--- config.mk ---
export PLATFORM = sky130hd
export DESIGN_NAME = vid_timing_monitor
export DESIGN_NICKNAME = d
export VERILOG_FILES = /design/src/rtl/vid_timing_monitor.sv
export SDC_FILE = /design/constraint.sdc
export NUM_CORES = 1
export LEC_CHECK = 0
export BUFFER_PORTS_ARGS = -buffer_cell sky130_fd_sc_hd__buf_4
export CAP_MARGIN = 10
export CORE_MARGIN = 1
export CORE_UTILIZATION = 40
export CTS_CLUSTER_DIAMETER = 80
export DETAILED_ROUTE_END_ITERATION = 12
export PLACE_DENSITY = 0.54
export SYNTH_ARGS = -nofsm -noshare
export SYNTH_HDL_FRONTEND = slang
export SYNTH_SLANG_ARGS = --single-unit
--- constraint.sdc ---
create_clock -name clk_i -period 8.59 [get_ports clk_i]
set_input_delay 1.718 -clock clk_i [delete_from_list [all_inputs] [get_ports clk_i]]
set_output_delay 1.718 -clock clk_i [all_outputs]
set_load 0.1 [all_outputs]
--- src/rtl/vid_timing_monitor.sv ---
// Video raster timing monitor: measures hs/vs/de timing per line and per frame,
// checks it against the configured raster and runs a lock FSM with a vs watchdog.
module vid_timing_monitor #(
    parameter int H_WIDTH  = 1920,
    parameter int H_TOTAL  = 2200,
    parameter int V_HEIGHT = 1080,
    parameter int LOCK_N   = 4,
    parameter int UNLOCK_N = 2,
    parameter int TIMEOUT  = 4950000
) (
    input  logic        clk_i,
    input  logic        rst_i,
    input  logic        hs_i,
    input  logic        vs_i,
    input  logic        de_i,
    output logic [11:0] h_active_o,
    output logic [11:0] h_total_o,
    output logic [11:0] v_active_o,
    output logic        frame_done_o,
    output logic        frame_ok_o,
    output logic        locked_o,
    output logic        timeout_o
);
    localparam int WD_W = $clog2(TIMEOUT + 1);

    typedef enum logic [1:0] {UNLOCKED, ACQUIRE, LOCKED, HOLD} state_t;

    state_t          state, state_nxt;
    logic [7:0]      n, n_nxt;
    logic            locked_nxt;

    logic            hs_r, vs_r, de_r, hs_d, vs_d, de_d;
    logic [11:0]     h_cnt, de_cnt, v_cnt;
    logic [WD_W-1:0] wd_cnt;
    logic            armed, h_seen, line_bad;

    logic            hs_rise, vs_rise, de_fall;
    logic [11:0]     h_meas, de_inc, v_inc, v_cur;
    logic            hs_meas, hs_bad, de_bad, frame_eval, frame_ok_nxt, timeout_hit;

    assign hs_rise = hs_r & ~hs_d;
    assign vs_rise = vs_r & ~vs_d;
    assign de_fall = ~de_r & de_d;

    assign h_meas  = (h_cnt == 12'hFFF) ? h_cnt : h_cnt + 12'd1;
    assign de_inc  = (de_cnt == 12'hFFF) ? de_cnt : de_cnt + 12'd1;
    assign v_inc   = (v_cnt == 12'hFFF) ? v_cnt : v_cnt + 12'd1;

    // The first hs rise after arming has no valid reference, so it only restarts h_cnt.
    assign hs_meas = hs_rise & armed & h_seen;
    assign hs_bad  = hs_meas && (h_meas != 12'(H_TOTAL));
    assign de_bad  = de_fall && (de_cnt != 12'(H_WIDTH));

    // A line ending in the same cycle as vs rise belongs to the frame being closed.
    assign v_cur        = de_fall ? v_inc : v_cnt;
    assign frame_eval   = vs_rise & armed;
    assign frame_ok_nxt = !(line_bad | hs_bad | de_bad) && (v_cur == 12'(V_HEIGHT));
    assign timeout_hit  = (wd_cnt == WD_W'(TIMEOUT - 1)) & ~vs_rise;

    always_ff @(posedge clk_i or posedge rst_i) begin
        if (rst_i) begin
            {hs_r, vs_r, de_r, hs_d, vs_d, de_d} <= '0;
            h_cnt        <= '0;
            de_cnt       <= '0;
            v_cnt        <= '0;
            wd_cnt       <= '0;
            armed        <= 1'b0;
            h_seen       <= 1'b0;
            line_bad     <= 1'b0;
            h_active_o   <= '0;
            h_total_o    <= '0;
            v_active_o   <= '0;
            frame_done_o <= 1'b0;
            frame_ok_o   <= 1'b0;
            timeout_o    <= 1'b0;
        end else begin
            {hs_r, vs_r, de_r} <= {hs_i, vs_i, de_i};
            {hs_d, vs_d, de_d} <= {hs_r, vs_r, de_r};
            frame_done_o <= 1'b0;
            timeout_o    <= 1'b0;

            h_cnt <= hs_rise ? 12'd0 : h_meas;
            if (hs_meas)
                h_total_o <= h_meas;
            if (!armed)
                h_seen <= 1'b0;
            else if (hs_rise)
                h_seen <= 1'b1;

            de_cnt <= de_r ? de_inc : 12'd0;
            if (de_fall)
                h_active_o <= de_cnt;

            if (vs_rise) begin
                v_cnt    <= '0;
                line_bad <= 1'b0;
                armed    <= 1'b1;
                if (armed) begin
                    frame_ok_o   <= frame_ok_nxt;
                    v_active_o   <= v_cur;
                    frame_done_o <= 1'b1;
                end
            end else begin
                if (de_fall)
                    v_cnt <= v_inc;
                if (hs_bad | de_bad)
                    line_bad <= 1'b1;
            end

            if (vs_rise) begin
                wd_cnt <= '0;
            end else if (timeout_hit) begin
                wd_cnt    <= '0;
                timeout_o <= 1'b1;
                armed     <= 1'b0;
            end else begin
                wd_cnt <= wd_cnt + WD_W'(1);
            end
        end
    end

    always_ff @(posedge clk_i or posedge rst_i) begin
        if (rst_i) begin
            state    <= UNLOCKED;
            n        <= '0;
            locked_o <= 1'b0;
        end else begin
            state    <= state_nxt;
            n        <= n_nxt;
            locked_o <= locked_nxt;
        end
    end

    always_comb begin
        state_nxt = state;
        n_nxt     = n;
        if (timeout_hit) begin
            state_nxt = UNLOCKED;
            n_nxt     = '0;
        end else if (frame_eval) begin
            case (state)
                UNLOCKED: if (frame_ok_nxt) begin
                    state_nxt = (LOCK_N <= 1) ? LOCKED : ACQUIRE;
                    n_nxt     = (LOCK_N <= 1) ? 8'd0 : 8'd1;
                end
                ACQUIRE: if (!frame_ok_nxt) begin
                    state_nxt = UNLOCKED;
                    n_nxt     = '0;
                end else if (int'(n) + 1 >= LOCK_N) begin
                    state_nxt = LOCKED;
                    n_nxt     = '0;
                end else begin
                    n_nxt = n + 8'd1;
                end
                LOCKED: if (!frame_ok_nxt) begin
                    state_nxt = (UNLOCK_N <= 1) ? UNLOCKED : HOLD;
                    n_nxt     = (UNLOCK_N <= 1) ? 8'd0 : 8'd1;
                end
                HOLD: if (frame_ok_nxt) begin
                    state_nxt = LOCKED;
                    n_nxt     = '0;
                end else if (int'(n) + 1 >= UNLOCK_N) begin
                    state_nxt = UNLOCKED;
                    n_nxt     = '0;
                end else begin
                    n_nxt = n + 8'd1;
                end
                default: begin
                    state_nxt = UNLOCKED;
                    n_nxt     = '0;
                end
            endcase
        end
    end

    // Registered lock flag follows the next state so it moves with frame_done_o.
    always_comb begin
        locked_nxt = (state_nxt == LOCKED) || (state_nxt == HOLD);
    end
endmodule

Word-level counts from Yosys, hierarchy flattened
Index checks and enable logic that the tools add are counted.
Word-level totals
  register bits: 118
  latch bits: 0
  memory bits (writable): 0
  ROM bits: 0
  input port bits: 5
  output and inout bits: 40
  logic and storage cells: 108
  memories kept: 0
Operators by class
  $add $sub $neg: 6
  multiply operators: 0
  div/mod/pow operators: 0
  order comparisons: 2
  equality and inequality tests: 16
  shift operators: 0
  muxes and demuxes: 38
  bitwise logic cells: 14
  reduce and logical (&&, ||, !) cells: 10
Operators with widths (count)
  12-bit two-way mux: 7
  8-bit two-way mux: 8
  23-bit two-way mux: 2
  12-bit by 1-bit adder with 12-bit output (second input constant): 3
  12-bit == test (second input constant): 3
  32-bit by 4-bit >= comparator with 1-bit output (second input constant): 1
  8-bit one-hot mux with 4 select lines: 1
  23-bit by 1-bit adder with 23-bit output (second input constant): 1
  23-bit == test (second input constant): 1
  2-bit two-way mux: 8
  12-bit by 11-bit == test with 1-bit output (second input constant): 1
  12-bit by 11-bit != test with 1-bit output (second input constant): 1
  12-bit != test (second input constant): 1
  1-bit two-way mux: 11
  8-bit by 1-bit adder with 9-bit output (second input constant): 1
  9-bit by 2-bit >= comparator with 1-bit output (second input constant): 1
  8-bit by 1-bit adder with 8-bit output (second input constant): 1
  2-bit == test (second input constant): 4
  2-bit one-hot mux with 4 select lines: 1
  1-bit bitwise AND: 7
  3-bit != test (second input constant): 2
  1-bit NOT: 4
  2-bit nonzero test: 2
  1-bit logical AND: 3
  9 further kinds: 11

Depth between registers and ports, before layout
Gate-level depths: netlist of run 1.
  word-level depth: 15
  gate-level depth with buffers: 11
  mapped depth without buffers: 10

Worst setup path before layout of run 1
OpenSTA, ideal clock, no wires.
  path type: reg2reg
  start point: reg v_cnt[0]
  end point: reg n[1]
  library setup time: 0.082 ns
  arrival time: 2.880 ns
  required time: 8.508 ns
  slack: 5.628 ns
  cell stages (with the launch flop): 10
  buffers on the path: 0
  clock period less this slack: 2.962 ns
  cells stage by stage: dfrtp_1 > ha_1 > nand4_4 > or3_1 > a21bo_1 > nand4b_4 > or4_1 > or3_4 > or3_1 > a31oi_1
Between the ends
  longest elaborated chain between the ends: 9
  elaborated cells on any way between the ends: 14
  classes of those cells: add/sub: 1; eq/ne: 4; mux: 7; reduce/logical: 2
Ends and longest elaborated chain
  start: declaration: line 33  | logic [11:0] h_cnt, de_cnt, v_cnt;
  start signal: assignment: line 105  | v_cnt <= v_inc;
  12-bit by 1-bit adder with 12-bit output / 12-bit == test (equally long branches): line 47  | assign v_inc = (v_cnt == 12'hFFF) ? v_cnt : v_cnt + 12'd1;
  12-bit two-way mux: line 47
  12-bit two-way mux (*)
  12-bit by 11-bit == test with 1-bit output (*): line 57  | assign frame_ok_nxt = !(line_bad | hs_bad | de_bad) && (v_cur == 12'(V_HEIGHT));
  1-bit logical AND (*): line 57
  8-bit two-way mux, on equally long branches: line 159, 146
  8-bit one-hot mux with 4 select lines: line 141  | case (state)
  8-bit two-way mux: line 140  | end else if (frame_eval) begin
  8-bit two-way mux: line 137  | if (timeout_hit) begin
  end signal: assignment: line 129  | n <= n_nxt;
  end: declaration: line 29  | logic [7:0] n, n_nxt;
Every way passes the cells marked *; elsewhere a longest branch is shown, timed or not. The select of a mux whose other input is x is not followed.
A chain may end at the register's enable or synchronous reset.

Final worst setup path of run 1
  start point: reg de_r
  end point: reg n[1]
Between the ends
  longest elaborated chain between the ends: 10
  elaborated cells on any way between the ends: 16
  classes of those cells: eq/ne: 3; mux: 6; bitwise: 3; reduce/logical: 4
Ends and longest elaborated chain
  start: declaration: line 32  | logic hs_r, vs_r, de_r, hs_d, vs_d, de_d;
  start signal: assignment: line 77  | {hs_r, vs_r, de_r} <= {hs_i, vs_i, de_i};
  1-bit NOT (*): line 43  | assign de_fall = ~de_r & de_d;
  1-bit bitwise AND (*): line 43
  branches (longest 3 deep; another with 12-bit two-way mux)
  1-bit logical AND (*): line 57
  8-bit two-way mux, on equally long branches: line 159, 146
  8-bit one-hot mux with 4 select lines: line 141
  8-bit two-way mux: line 140
  8-bit two-way mux: line 137
Mark *: on every way between the ends. The select of a mux whose other input is x is not followed.

==> results summary, run 1 <==
The run finished with clean final reports. The post-synthesis instance area is ~0.0055 mm^2. The part of the total power dissipated in the clock network is 48.0%. The post-route DRC violation count is 0. The number of gates given a new drive strength after cts came out at 0. The overall die area came out at approximately 0.014 mm^2. The share of the clock period used by the worst path came out at a little over two fifths. The setup check on the worst reg-to-reg path leaves a slack of ~4.9 ns.

The number of endpoints with negative hold slack in the final report is 0. met2 is the most crowded layer. The largest fanout of any net on the critical path is 16.

From bottom edge to top edge, the die measures between 100 and 150 um. On the final layout, the worst clock skew is around 0.007 ns. The setup TNS after final layout is 0 ns. Max-cap violations in this run came to 0. At the end of routability-driven placement, the weighted congestion stood at a little over 0.8. The detailed router's first-iteration violation count is approximately 290. By startpoint and endpoint, the worst setup path is classified as reg2reg.

Counting along the longest clock path gives a buffer depth of 2. The worst setup path is launched from a flop. In this run the clock root is driven by a clkbuf_16. The cell count after synthesis came out at around 570. The number of buffers inserted to repair setup after CTS came out at 0.

Ranked by total cell area, the synthesized netlist is headed by dfrtp_1 53%, nand2_1 6.0%, nor2_1 4.7%. The core footprint came out at 0.0133 mm^2. The initial antenna violation count came out at 0. The top cell types in the final layout, fill and taps aside, are 118 x dfrtp_1, 88 x nand2_1, 69 x nor2_1, 46 x buf_4, 41 x o21ai_0.

The latest clock arrival within the worst-skew pair is about 0.4 ns. In the global route stage, met2 resource usage came out at roughly 27%. The total power per unit cell area is 238 mW/mm^2.

The share of synthesized flip-flops with an asynchronous set or reset came out at between 90% and 100%. In this run, CTS created clock tree buffers numbering 17. The internal cell power is 1.16 mW. The final standard cell area without fillers is 0.00666 mm^2.

The total overflow left after global routing is 0. The final cell count without fillers came out at 799. The leakage power summed over all cells came out at ~3.2 nW. The die width came out at between 100 and 150 um. Among all flip-flop cells after synthesis, the most frequent one is dfrtp_1. The maximum vdd drop is between 0.2 and 0.25 mV. The total via count in the routed design came out at 4115. The top cell type by total area after synthesis is dfrtp_1. The switching share of power came out at a little over a quarter. The largest net degree at the start of global routing came out at 62.

The worst-case setup margin in the final layout is approximately 4.9 ns. The commonest non-fill, non-tap cell in the layout is dfrtp_1. The half-perimeter wire length after placement came out at between 7000 and 8000 um. The post-route netlist has approximately 15% of its cells at a drive strength greater than 1. For this run, global-route usage on met1 was measured as 21.9%. The number of buffer cells added on primary ports came out at 44. The via count of the first global-routing pass is around 4000. The cts-stage hold buffer count is 0. The number of inserted filler cells in the final layout is between 1000 and 1500.

The max-slew violation count is 0. The remaining antenna violation count after routing is 0. The overall fraction of global-route tracks in use is 17.3%. The total number of H-tree levels is 4.

Wires add up to ~11000 um. The sequential share of power is 39.1%. The data arrival time of the worst path is approximately 4 ns. The shortest period the worst path allows came out at around 3.7 ns. The placed cell count is 767. The transition time of the tightest slew-check pin is ~1.1 ns. The clock sink count is around 120.

Sequential cells were found to cover a little over half of the synthesized design area. The data required time at the worst endpoint is roughly 9 ns. The number of antenna cells inserted is 0. The post-synthesis register bit count came out at between 100 and 150. The starting density of the core is about two fifths. The share of total power dissipated in combinational logic is roughly an eighth.

The number of enable flip-flop cells after synthesis is 0. The power dissipated by switching net loads is 0.423 mW. The sequential cell area in the final layout is between 0.002 and 0.003 mm^2. The highest achievable clock rate came out at 0.271 GHz. The number of iterations in the first detailed-routing pass is 4. The final-stage net count came out at 622. Global routing consumed, on the met3 layer, ~5.4% of the routing resources. When the netlist entered floorplanning its net count stood at between 500 and 600. The multi-input combinational cells in the finished layout cover a total of 0.00245 mm^2. The relative slew slack came out at between 20 and 30%.

Setup repair after global routing left no endpoint under its margin. The total number of placement rows came out at 42. In this run the biggest area consumer among cell types represents 53.4% of the synthesized area. The average wire per standard cell came out at roughly 14 um.

The setup slack after placement came out at roughly 4.9 ns. The post-synthesis cell type count came out at 56. The mean instance size in the synthesized netlist is between 9 and 10 um^2. TritonCTS built the clock tree. The category of the worst setup path capture point is a flop.

The number of ports placed on the die boundary came out at 45. The number of vias per cell after detailed routing came out at approximately 5.2. The post-detailed-placement cell area is 0.00602 mm^2. The path class of the tightest hold or removal check is reg2reg. The final number of setup-violating endpoints is 0.

The number of synthesis warnings came out at 0. The area added between synthesis and finish is 20.4%. The global-route wire length before repair is 19300 um.

The register clock-pin slew on the reported worst setup and hold paths is ~0.050 ns.
## logic make-up after synthesis
family / synth area share, %
compound gates: 9.41
xor+xnor: 5.70
fa+ha+maj: 1.58
buf+inv: 2.28
flops: 53.4
mux: 2.06
simple gates: 25.6
## final timing paths
kind	start	end	cells past startpoint
max in group asynchronous	rst_i	wd_cnt[13]	3
setup / recovery	de_r	n[1]	8
min in group asynchronous	rst_i	h_total_o[7]	2
hold reg to reg	hs_r	hs_d	0
setup reg to reg	de_r	n[1]	8
hold / removal	hs_r	hs_d	0
## layout make-up
| class | count | share of cell area (%) |
|---|---|---|
| sequential | 118 | 44.3 |
| multi-input combinational | 414 | 36.8 |
| clock buffer | 22 | 6.97 |
| timing repair buffer | 46 | 5.18 |
| tap | 176 | 3.30 |
| clock inverter | 10 | 2.63 |
| inverter | 13 | 0.770 |
## power groups by stage
stage	registers (mW)	logic [mW]	clock network [mW]
3_5_place_dp	0.630	0.207	0
5_1_grt	0.627	0.221	0.804
3_3_place_gp	0.628	0.206	0
4_1_cts	0.620	0.208	0.781
6_report	0.620	0.205	0.763
2_1_floorplan	0.715	0.0746	0
## stage by stage
| step | hold WS [ns] | power (mW) | util, % |
|---|---|---|---|
| 2_1_floorplan | 0.347 | 0.789 | - |
| 3_3_place_gp | 0.354 | 0.834 | 45.1 |
| 3_5_place_dp | 0.356 | 0.837 | 45.1 |
| 4_1_cts | 0.368 | 1.61 | 49.9 |
| 5_1_grt | 0.385 | 1.65 | 49.9 |
| 6_report | 0.365 | 1.59 | 49.9 |
## registers in the layout (all words and copies together) (netlist names), 2 cells and up
name	flops
de_cnt	12
h_active_o	12
h_cnt	12
h_total_o	12
n	8
state	2
v_active_o	12
v_cnt	12
wd_cnt	23
## synthesized netlist by cell type (2+ instances only)
master    number
mux2_2         3
a211oi_1       3
clkbuf_1      16
inv_1         13
nor3b_1        2
nor4b_1        5
or3_1          4
o21ai_0       41
a21o_1         7
a21oi_1       10
and2_1        16
and4_1         6
o21a_1         2
nor4_1         5
xnor2_1       13
xor2_1        23
buf_1          2
nand2b_1       6
nand3_1       21
nor3_1         3
dfrtp_1      118
nand2_1       88
nand4_1       15
or2_2          2
a31oi_1        6
a211o_1        2
nor2b_1        8
and3_1        14
nand3b_1       2
or4_1          2
ha_1           7
nor2_1        69
mux2i_1        8
## metal layers
metal,up-vias,part of all wire (%)
met5,-,0
met4,0,1.4
met3,15,3.8
met2,66,48
met1,1992,47
li1,2042,-
## critical path: stages, from the launching register on
cell      delay [ns]
dfrtp_1         0.54
nor2b_1         0.89
o311ai_2        0.33
nor4b_1         0.37
nor3_1          0.14
or4_1           0.46
or3_4           0.37
or3_1           0.35
a31oi_1         0.15
Power figures use the tool's default switching activity.
==> inputs of run 2 (changes only) <==
--- a/config.mk
+++ b/config.mk
@@ -5,13 +5,14 @@
 export SDC_FILE = /design/constraint.sdc
 export NUM_CORES = 1
 export LEC_CHECK = 0
+export ABC_AREA = 1
 export BUFFER_PORTS_ARGS = -buffer_cell sky130_fd_sc_hd__buf_4
 export CAP_MARGIN = 10
 export CORE_MARGIN = 1
 export CORE_UTILIZATION = 40
 export CTS_CLUSTER_DIAMETER = 80
 export DETAILED_ROUTE_END_ITERATION = 12
-export PLACE_DENSITY = 0.54
+export PLACE_DENSITY = 0.56
 export SYNTH_ARGS = -nofsm -noshare
 export SYNTH_HDL_FRONTEND = slang
 export SYNTH_SLANG_ARGS = --single-unit
==> constraint.sdc (replaced) <==
create_clock -name clk_i -period 3.1 [get_ports clk_i]
set_input_delay 0.62 -clock clk_i [delete_from_list [all_inputs] [get_ports clk_i]]
set_output_delay 0.62 -clock clk_i [all_outputs]
set_load 0.1 [all_outputs]
==> run 2 against run 1 <==
  * Non-clock buffer count is 5 higher
  * Wire length rose by 16%
  * Clock power increased to 2.7 times the previous value
  * Final cell count increased by 23%
  * Global-route usage is 1.8 points higher
  * Register-to-register slack got worse by 4.3 ns
  * First-iteration DRC count is 16% higher
  * Worst setup slack worse by 4.3 ns
  * Clock skew barely moved
  * Critical endpoint is now n[0]
  * Largest cell class unchanged
==> results summary, run 2 <==
The register clock-pin slew on the reported worst setup and hold paths is 0.06 ns (about the same). The remaining antenna violation count after routing was 0 (unchanged). The maximum clock skew at final layout came out at 0.00743 ns (+0.000336 ns). The final weighted congestion in routability-driven placement is 0.976 (+20%). Sorting the synthesized cells by area gives the leading types as dfrtp_1 50%, nand2_1 11%, inv_1 5.9%. The total of max-cap violations came out at 0 (unchanged). The final-stage net count is 797 (+28%). The setup TNS after final layout is 0 ns (unchanged). The largest fanout of any net on the critical path is 13 (-3). The largest net degree at the start of global routing is 38 (-39%). The total power per unit cell area is 666 mW/mm^2 (+180%). The starting density of the core is 40.9% (-0.59 points). The critical path depth in cells is 14 (+6). In this run the critical register-to-register path is captured at n[0]. The number of vias per cell after detailed routing came to 4.94 (-4.1%).

The run finished with clean final reports. The sum of internal, switching and leakage power is 4.73 mW (+200%). The fraction of the yosys area taken by sequential cells is 49.9% (-3.5 points). The post-route DRC violation count came out at 0 (unchanged). Ranked by flip-flop count, first place goes to wd_cnt. In this run the critical register-to-register path is launched from de_r. The number of CTS-inserted buffers is 17 (unchanged). The overall fraction of global-route tracks in use is 19.1% (+1.8 points).

The share of synthesized flip-flops with an asynchronous set or reset came out at 100% (unchanged). The minimum setup slack among reg-to-reg paths is 0.61 ns (-4.29 ns). The depth of the worst register-to-register path came out at 14 (+6). For this design, the slowest cell found on the critical path is dfrtp_1.

The tree is rooted in a clkbuf_16. The number of flip-flops under the largest register name came out at 23 (unchanged). The area share of the largest cell type after synthesis came out at 49.9% (-3.5 points).

The critical path starts at de_r. The library cells used most frequently in the layout, excluding fill and tap cells, are 170 x nand2_1, 118 x dfrtp_1, 92 x inv_1, 89 x nor2_1, 50 x buf_4. The max-slew violation count is 0 (unchanged). The half-perimeter wire length after placement is 9530 um (+27%). In this run the most critical hold path is launched from vs_i. The maximum vdd drop is 0.415 mV (+85%). The critical path goes through inv_2, nand2_1, nor2_1, nand3_1, xor2_1, nand2_1, nor2_1, nand2_1, nor2_4, nand3_4, nand3_2, nand3_4, nand2_1, nand2_1. The share of final-layout standard cells stronger than drive strength 1 is 15.1% (+0.29 points).

The post-detailed-placement cell area is 0.00648 mm^2 (+7.6%). The most used flip-flop cell after synthesis is dfrtp_1. The detailed router's first-iteration violation count came out at 330 (+16%). The number of stages on the worst hold path came out at 1 (+1). The transition time of the tightest slew-check pin was 0.798 ns (-0.270 ns). The total number of H-tree levels came out at 4 (unchanged). The average wire per standard cell is 13.1 um (-5.4%). The top cell type by total area after synthesis is dfrtp_1. Leaving out fill and tap cells, the most frequent cell in the layout is nand2_1. The buffer depth of the longest clock path came out at 2 (unchanged).

The number of endpoints with negative hold slack in the final report is 0 (unchanged). The startpoint type of the worst setup path is a flop. Among all cell types in the netlist, the one instantiated most often is nand2_1.

The number of synthesis warnings is 0 (unchanged). The cts-stage hold buffer count came out at 0 (unchanged). The net count after synthesis is 739 (+28%).

The total via count in the routed design is 4845 (+18%). The via count of the first global-routing pass is 4689 (+15%). The highest achievable clock rate is 0.401 GHz (+48%).

The final core area utilization came out at 49.1% (-0.85 points). The final standard cell area without fillers came out at 0.00711 mm^2 (+6.6%). The share of the clock period used by the worst path came to 80.4% (+37 points). The post-synthesis register bit count was 118 (unchanged). The total number of placement rows came out at 44 (+4.8%). The die width is 124 um (+3.3%). The latest clock arrival within the worst-skew pair is 0.42 ns (about the same).

The cell repeated most along the worst path is nand2_1. The overall die area was 0.0153 mm^2 (+6.8%). The final number of setup-violating endpoints was 0 (unchanged).

The number of iterations in the first detailed-routing pass is 5 (+1). The aggregate global routing overflow is 0 (unchanged). The worst stage delay on the critical path came to 0.51 ns (-0.38 ns).

The area added between synthesis and finish is 20.1%. The number of ports placed on the die boundary is 45 (unchanged). The number of inserted filler cells in the final layout came out at 1412 (+12%). The mean instance size in the synthesized netlist is 8.14 um^2 (-17%).

The y dimension of the die is 124 um (+3.3%). The number of buffers inserted to repair setup after CTS came out at 0 (unchanged). By count the netlist is led by 170 x nand2_1, 118 x dfrtp_1, 93 x inv_1, 89 x nor2_1, 49 x o21ai_0. The clock sink count came out at 118 (unchanged). The number of buffer cells added on primary ports was 44 (unchanged). The number of antenna cells inserted is 0 (unchanged). The total routed wirelength was 12900 um (+16%). The CTS tree is done. The buffering stage count on the worst path with inverters included is 1 (+1). The data required time at the worst endpoint came out at 3.41 ns (-5.51 ns). The post-synthesis instance area came to 0.00592 mm^2 (+6.9%).

The initial antenna violation count is 0 (unchanged). The post-synthesis cell type count is 37 (-34%). The core footprint came out at 0.0145 mm^2 (+8.5%).

The relative slew slack came out at 46.7% (+18 points). The synthesized instance count is 727 (+29%). The tightest min-delay check is of the in2reg type. The worst setup path is of the reg2reg kind. The number of gates given a new drive strength after cts was 0 (unchanged). The leakage power summed over all cells came to 3.41 nW (+7.2%).

In this design, the largest share of critical-path delay is due to simple AND/OR/NAND/NOR gates. Setup repair after global routing left no endpoint under its margin. The global-route wire length before repair is 22200 um (+15%). The number of enable flip-flop cells after synthesis is 0 (unchanged). The shortest period the worst path allows was 2.49 ns (-1.20 ns). The data arrival time of the worst path is 2.80 ns (-1.22 ns).

STA classifies the critical path endpoint as a flop. The path with the worst hold slack has its endpoint at vs_r.
[run 2: changes by cell type after synthesis, sizes merged, moves of 8 or more]
cell,change
a21oi,+8
and2,-16
and3,-13
clkbuf,-9
inv,+86
mux2i,-8
nand2,+89
nand3,+31
nor2,+33
nor2b,-8
nor3,+17
o21ai,+12
xnor2,-8
xor2,-11
[run 2: how the worst max path moves through the flow]
stage             to  slack, ns
2_1_floorplan  armed       1.04
3_3_place_gp    n[0]       0.68
3_5_place_dp    n[0]       0.61
4_1_cts         n[0]       0.60
5_1_grt         n[0]       0.25
6_report        n[0]       0.61
[run 2: where the power goes]
group	total (mW)	switching, mW	internal [mW]
clock	2.09	0.669	1.42
combinational	0.870	0.656	0.214
sequential	1.78	0.115	1.66
total	4.73	1.44	3.29
[run 2: cell families (layout without fill, tap and decap cells)]
| family | count (synthesis) | count (layout) | share of synthesized area (%) |
|---|---|---|---|
| AND/OR/NAND/NOR | 388 | 388 | 30.9 |
| flip-flops | 118 | 118 | 49.9 |
| buffers and inverters | 113 | 183 | 7.44 |
| AO/OA/AOI/OAI | 84 | 84 | 7.74 |
| XOR/XNOR | 17 | 17 | 2.52 |
| adder cells (fa/ha/maj) | 7 | 7 | 1.48 |
[run 2: per-layer routing]
layer	vias up	share of wire, %	track usage [%]
li1	2464	-	-
met1	2263	49	25.8
met2	95	45	28.6
met3	23	4.0	5.27
met4	0	1.8	8.43
met5	-	0	0
[run 2: final cells by class]
| type | count | area (um^2) | share of cell area, % |
|---|---|---|---|
| sequential | 118 | 2950 | 41.6 |
| clock inverter | 9 | 176 | 2.48 |
| inverter | 101 | 383 | 5.39 |
| multi-input combinational | 496 | 2520 | 35.5 |
| clock buffer | 22 | 444 | 6.25 |
| tap | 184 | 230 | 3.24 |
| timing repair buffer | 51 | 395 | 5.56 |
[run 2: through the flow]
stage | hold WS (ns) | setup WS, ns | instances
floorplan | 0.354 | 1.04 | 727
global placement | 0.363 | 0.682 | 950
detailed placement | 0.371 | 0.611 | 950
CTS | 0.289 | 0.602 | 981
global route | 0.289 | 0.255 | 981
finish | 0.309 | 0.608 | 981
==> inputs of run 3 (changes only) <==
--- a/config.mk
+++ b/config.mk
@@ -5,14 +5,14 @@
 export SDC_FILE = /design/constraint.sdc
 export NUM_CORES = 1
 export LEC_CHECK = 0
-export ABC_AREA = 1
+export ABC_AREA = 0
 export BUFFER_PORTS_ARGS = -buffer_cell sky130_fd_sc_hd__buf_4
 export CAP_MARGIN = 10
 export CORE_MARGIN = 1
 export CORE_UTILIZATION = 40
 export CTS_CLUSTER_DIAMETER = 80
 export DETAILED_ROUTE_END_ITERATION = 12
-export PLACE_DENSITY = 0.56
+export PLACE_DENSITY = 0.54
 export SYNTH_ARGS = -nofsm -noshare
 export SYNTH_HDL_FRONTEND = slang
 export SYNTH_SLANG_ARGS = --single-unit
==> constraint.sdc (replaced) <==
create_clock -name clk_i -period 2.4 [get_ports clk_i]
set_input_delay 0.48 -clock clk_i [delete_from_list [all_inputs] [get_ports clk_i]]
set_output_delay 0.48 -clock clk_i [all_outputs]
set_load 0.1 [all_outputs]
==> run 3 against run 2 <==
  * The run now ends with setup timing left
  * Non-clock buffer count is 96 higher
  * Critical path depth fell by 6
  * First-iteration DRC count is 24% lower
  * Fmax down 16%
  * Clock skew grew 0.00060 ns
  * Highest routed layer unchanged
==> results summary, run 3 (same netlist as run 1, synthesis figures left out) <==
The flow ran to the end, but the final reports show violations. The final reports fail on setup timing. The maximum clock skew at final layout came out at 0.00803 ns (+0.000598 ns). The overall fraction of global-route tracks in use is 19.0% (-0.12 points). Setup repair after global routing could not meet its margin everywhere. The type of the worst min-delay path is in2async. The internal cell power came out at 4.08 mW (+24%). The starting density of the core is 41.5% (+0.59 points). The number of flip-flops under the largest register name is 23 (unchanged). The maximum vdd drop came to 0.624 mV (+50%). The final weighted congestion in routability-driven placement came out at 0.836 (-14%). The buffer depth of the longest clock path was 2 (unchanged). The placed cell count is 859 (-9.6%). The number of buffer cells added on primary ports is 44 (unchanged). The via count of the first global-routing pass was 4532 (-3.3%). The sequential cell area in the final layout is 0.00295 mm^2 (unchanged). The final-stage net count is 723 (-9.3%). The most critical setup path has its startpoint at de_r. The die width came to 120 um (-3.2%). The critical path in this run is classified as reg2reg. The aggregate global routing overflow was 0 (unchanged). The power share of the combinational group was 15.6% (-2.8 points). The total number of placement rows came to 42 (-4.5%).

The post-route DRC violation count was 0 (unchanged). The transition time of the tightest slew-check pin is 0.522 ns (-0.276 ns). The latest clock arrival within the worst-skew pair is 0.42 ns (about the same).

The total of max-cap violations came out at 0 (unchanged). The number of antenna cells inserted is 0 (unchanged). The final cell count without fillers came out at 900 (-8.3%). The shortest period the worst path allows is 2.98 ns (+0.486 ns).

The average wire per standard cell was 13.7 um (+4.6%). The number of iterations in the first detailed-routing pass came to 5 (unchanged). The overall die area is 0.0143 mm^2 (-6.4%). The final core area utilization came out at 56.2% (+7.1 points). The share of final-layout standard cells stronger than drive strength 1 was 28.6% (+14 points).

The number of inserted filler cells in the final layout came out at 1208 (-14%). The remaining antenna violation count after routing came out at 0 (unchanged). The number of ports placed on the die boundary is 45 (unchanged). The detailed router's first-iteration violation count came out at 252 (-24%). The total routed wirelength came out at 12400 um (-4.0%). The worst register-to-register path ends at n[1]. The power dissipated by switching net loads is 1.59 mW (+10%). The total power per unit cell area was 755 mW/mm^2 (+13%).

The half-perimeter wire length after placement is 8640 um (-9.3%). The largest fanout of any net on the critical path came out at 5 (-8). The cts-stage hold buffer count is 0 (unchanged). The number of vias per cell after detailed routing is 5.01 (+1.4%). The CTS tree is done. The initial antenna violation count is 0 (unchanged). The number of CTS-inserted buffers came to 17 (unchanged).

The data arrival time of the worst path is 3.32 ns (+0.52 ns). The category of the worst setup path capture point is a flop. The register clock-pin slew on the reported worst setup and hold paths is 0.05 ns (about the same).

The total number of H-tree levels came out at 4 (unchanged). In this run the clock root is driven by a clkbuf_16. The sum of internal, switching and leakage power is 5.66 mW (+20%). The number of endpoints with negative hold slack in the final report came out at 0 (unchanged). The max-slew violation count came out at 0 (unchanged).

The area added between synthesis and finish came out at 35.5%. The top cell types in the final layout, fill and taps aside, are 145 x buf_4, 118 x dfrtp_1, 88 x nand2_1, 66 x nor2_1, 39 x o21ai_0. The relative slew slack came out at 65.1% (+18 points). The total area of multi-input combinational cells came out at 0.00254 mm^2 (+0.59%). The register with the most flip-flops in the final layout is wd_cnt. The final number of setup-violating endpoints is 12 (+12).

The data required time at the worst endpoint was 2.74 ns (-0.67 ns). The sequential share of power came out at 38.9% (+1.4 points). In this run the critical register-to-register path is launched from de_r.

The highest achievable clock rate was 0.336 GHz (-16%). The largest net degree at the start of global routing came to 49 (+29%). Leaving out fill and tap cells, the most frequent cell in the layout is buf_4.

The clock sink count is 118 (unchanged). The total via count in the routed design is 4507 (-7.0%). The global-route wire length before repair was 21400 um (-3.8%). The worst-case setup margin in the final layout came to -0.578 ns (-1.19 ns).

The part of the total power dissipated in the clock network came out at 45.5% (+1.4 points). The switching share of power is 28.0% (-2.4 points). The share of the clock period used by the worst path came out at 124% (+44 points). The startpoint type of the worst setup path is a flop. The y dimension of the die came out at 120 um (-3.2%). The depth of the worst register-to-register path is 8 (-6). The minimum setup slack among reg-to-reg paths is -0.58 ns (-1.19 ns).

The core footprint is 0.0133 mm^2 (-7.8%). The leakage power summed over all cells came to 3.67 nW (+7.6%).
run 3: how the worst max path moves through the flow:
stage            to  slack [ns]
2_1_floorplan  n[1]       -0.46
3_3_place_gp   n[1]       -0.49
3_5_place_dp   n[1]       -0.62
4_1_cts        n[1]       -0.53
5_1_grt        n[1]       -0.74
6_report       n[1]       -0.58
run 3: routing by layer:
layer	up-vias	track usage, %	share of wire [%]
met1	2178	23.8	47
met3	24	3.75	2.7
met4	0	8.44	2.1
met2	66	31.7	49
li1	2239	-	-
met5	-	0	0
run 3: what timing repair did:
item	in CTS	in global routing
gates resized for setup	8	6
endpoints found under the setup margin	12	12
setup buffers	5	4
pin swaps	12	4
run 3: final cells by class:
cell class	count	share of cell area [%]
Timing Repair Buffer	147	15.0
Clock buffer	25	6.87
Sequential cell	118	39.4
Clock inverter	7	1.22
Multi-Input combinational cell	414	33.9
Inverter	13	0.701
Tap cell	176	2.94
run 3: stage by stage:
stage	TNS [ns]	worst slack (ns)	instance area, um^2	hold slack, ns
6_report	-5.31	-0.578	7500	0.106
5_1_grt	-7.27	-0.741	7500	0.134
4_1_cts	-4.35	-0.531	7440	0.105
3_5_place_dp	-4.65	-0.624	6770	0.360
3_3_place_gp	-3.64	-0.486	6770	0.355
2_1_floorplan	-2.87	-0.460	5560	0.347
run 3: worst max-delay path: stages, from the launching register on:
cell,delay [ns]
dfrtp_1,0.42
nand4b_1,0.30
nor4_2,0.40
mux2i_2,0.35
nand4b_4,0.13
or4_4,0.49
or3_4,0.37
or3_1,0.32
a31oi_1,0.13
run 3: power groups by stage:
stage          Clock [mW]  Combinational (mW)  Sequential (mW)
5_1_grt              2.72               0.954             2.22
3_5_place_dp            0               0.886             2.24
4_1_cts              2.63               0.889             2.21
3_3_place_gp            0               0.876             2.23
6_report             2.58               0.881             2.20
2_1_floorplan           0               0.274             2.56
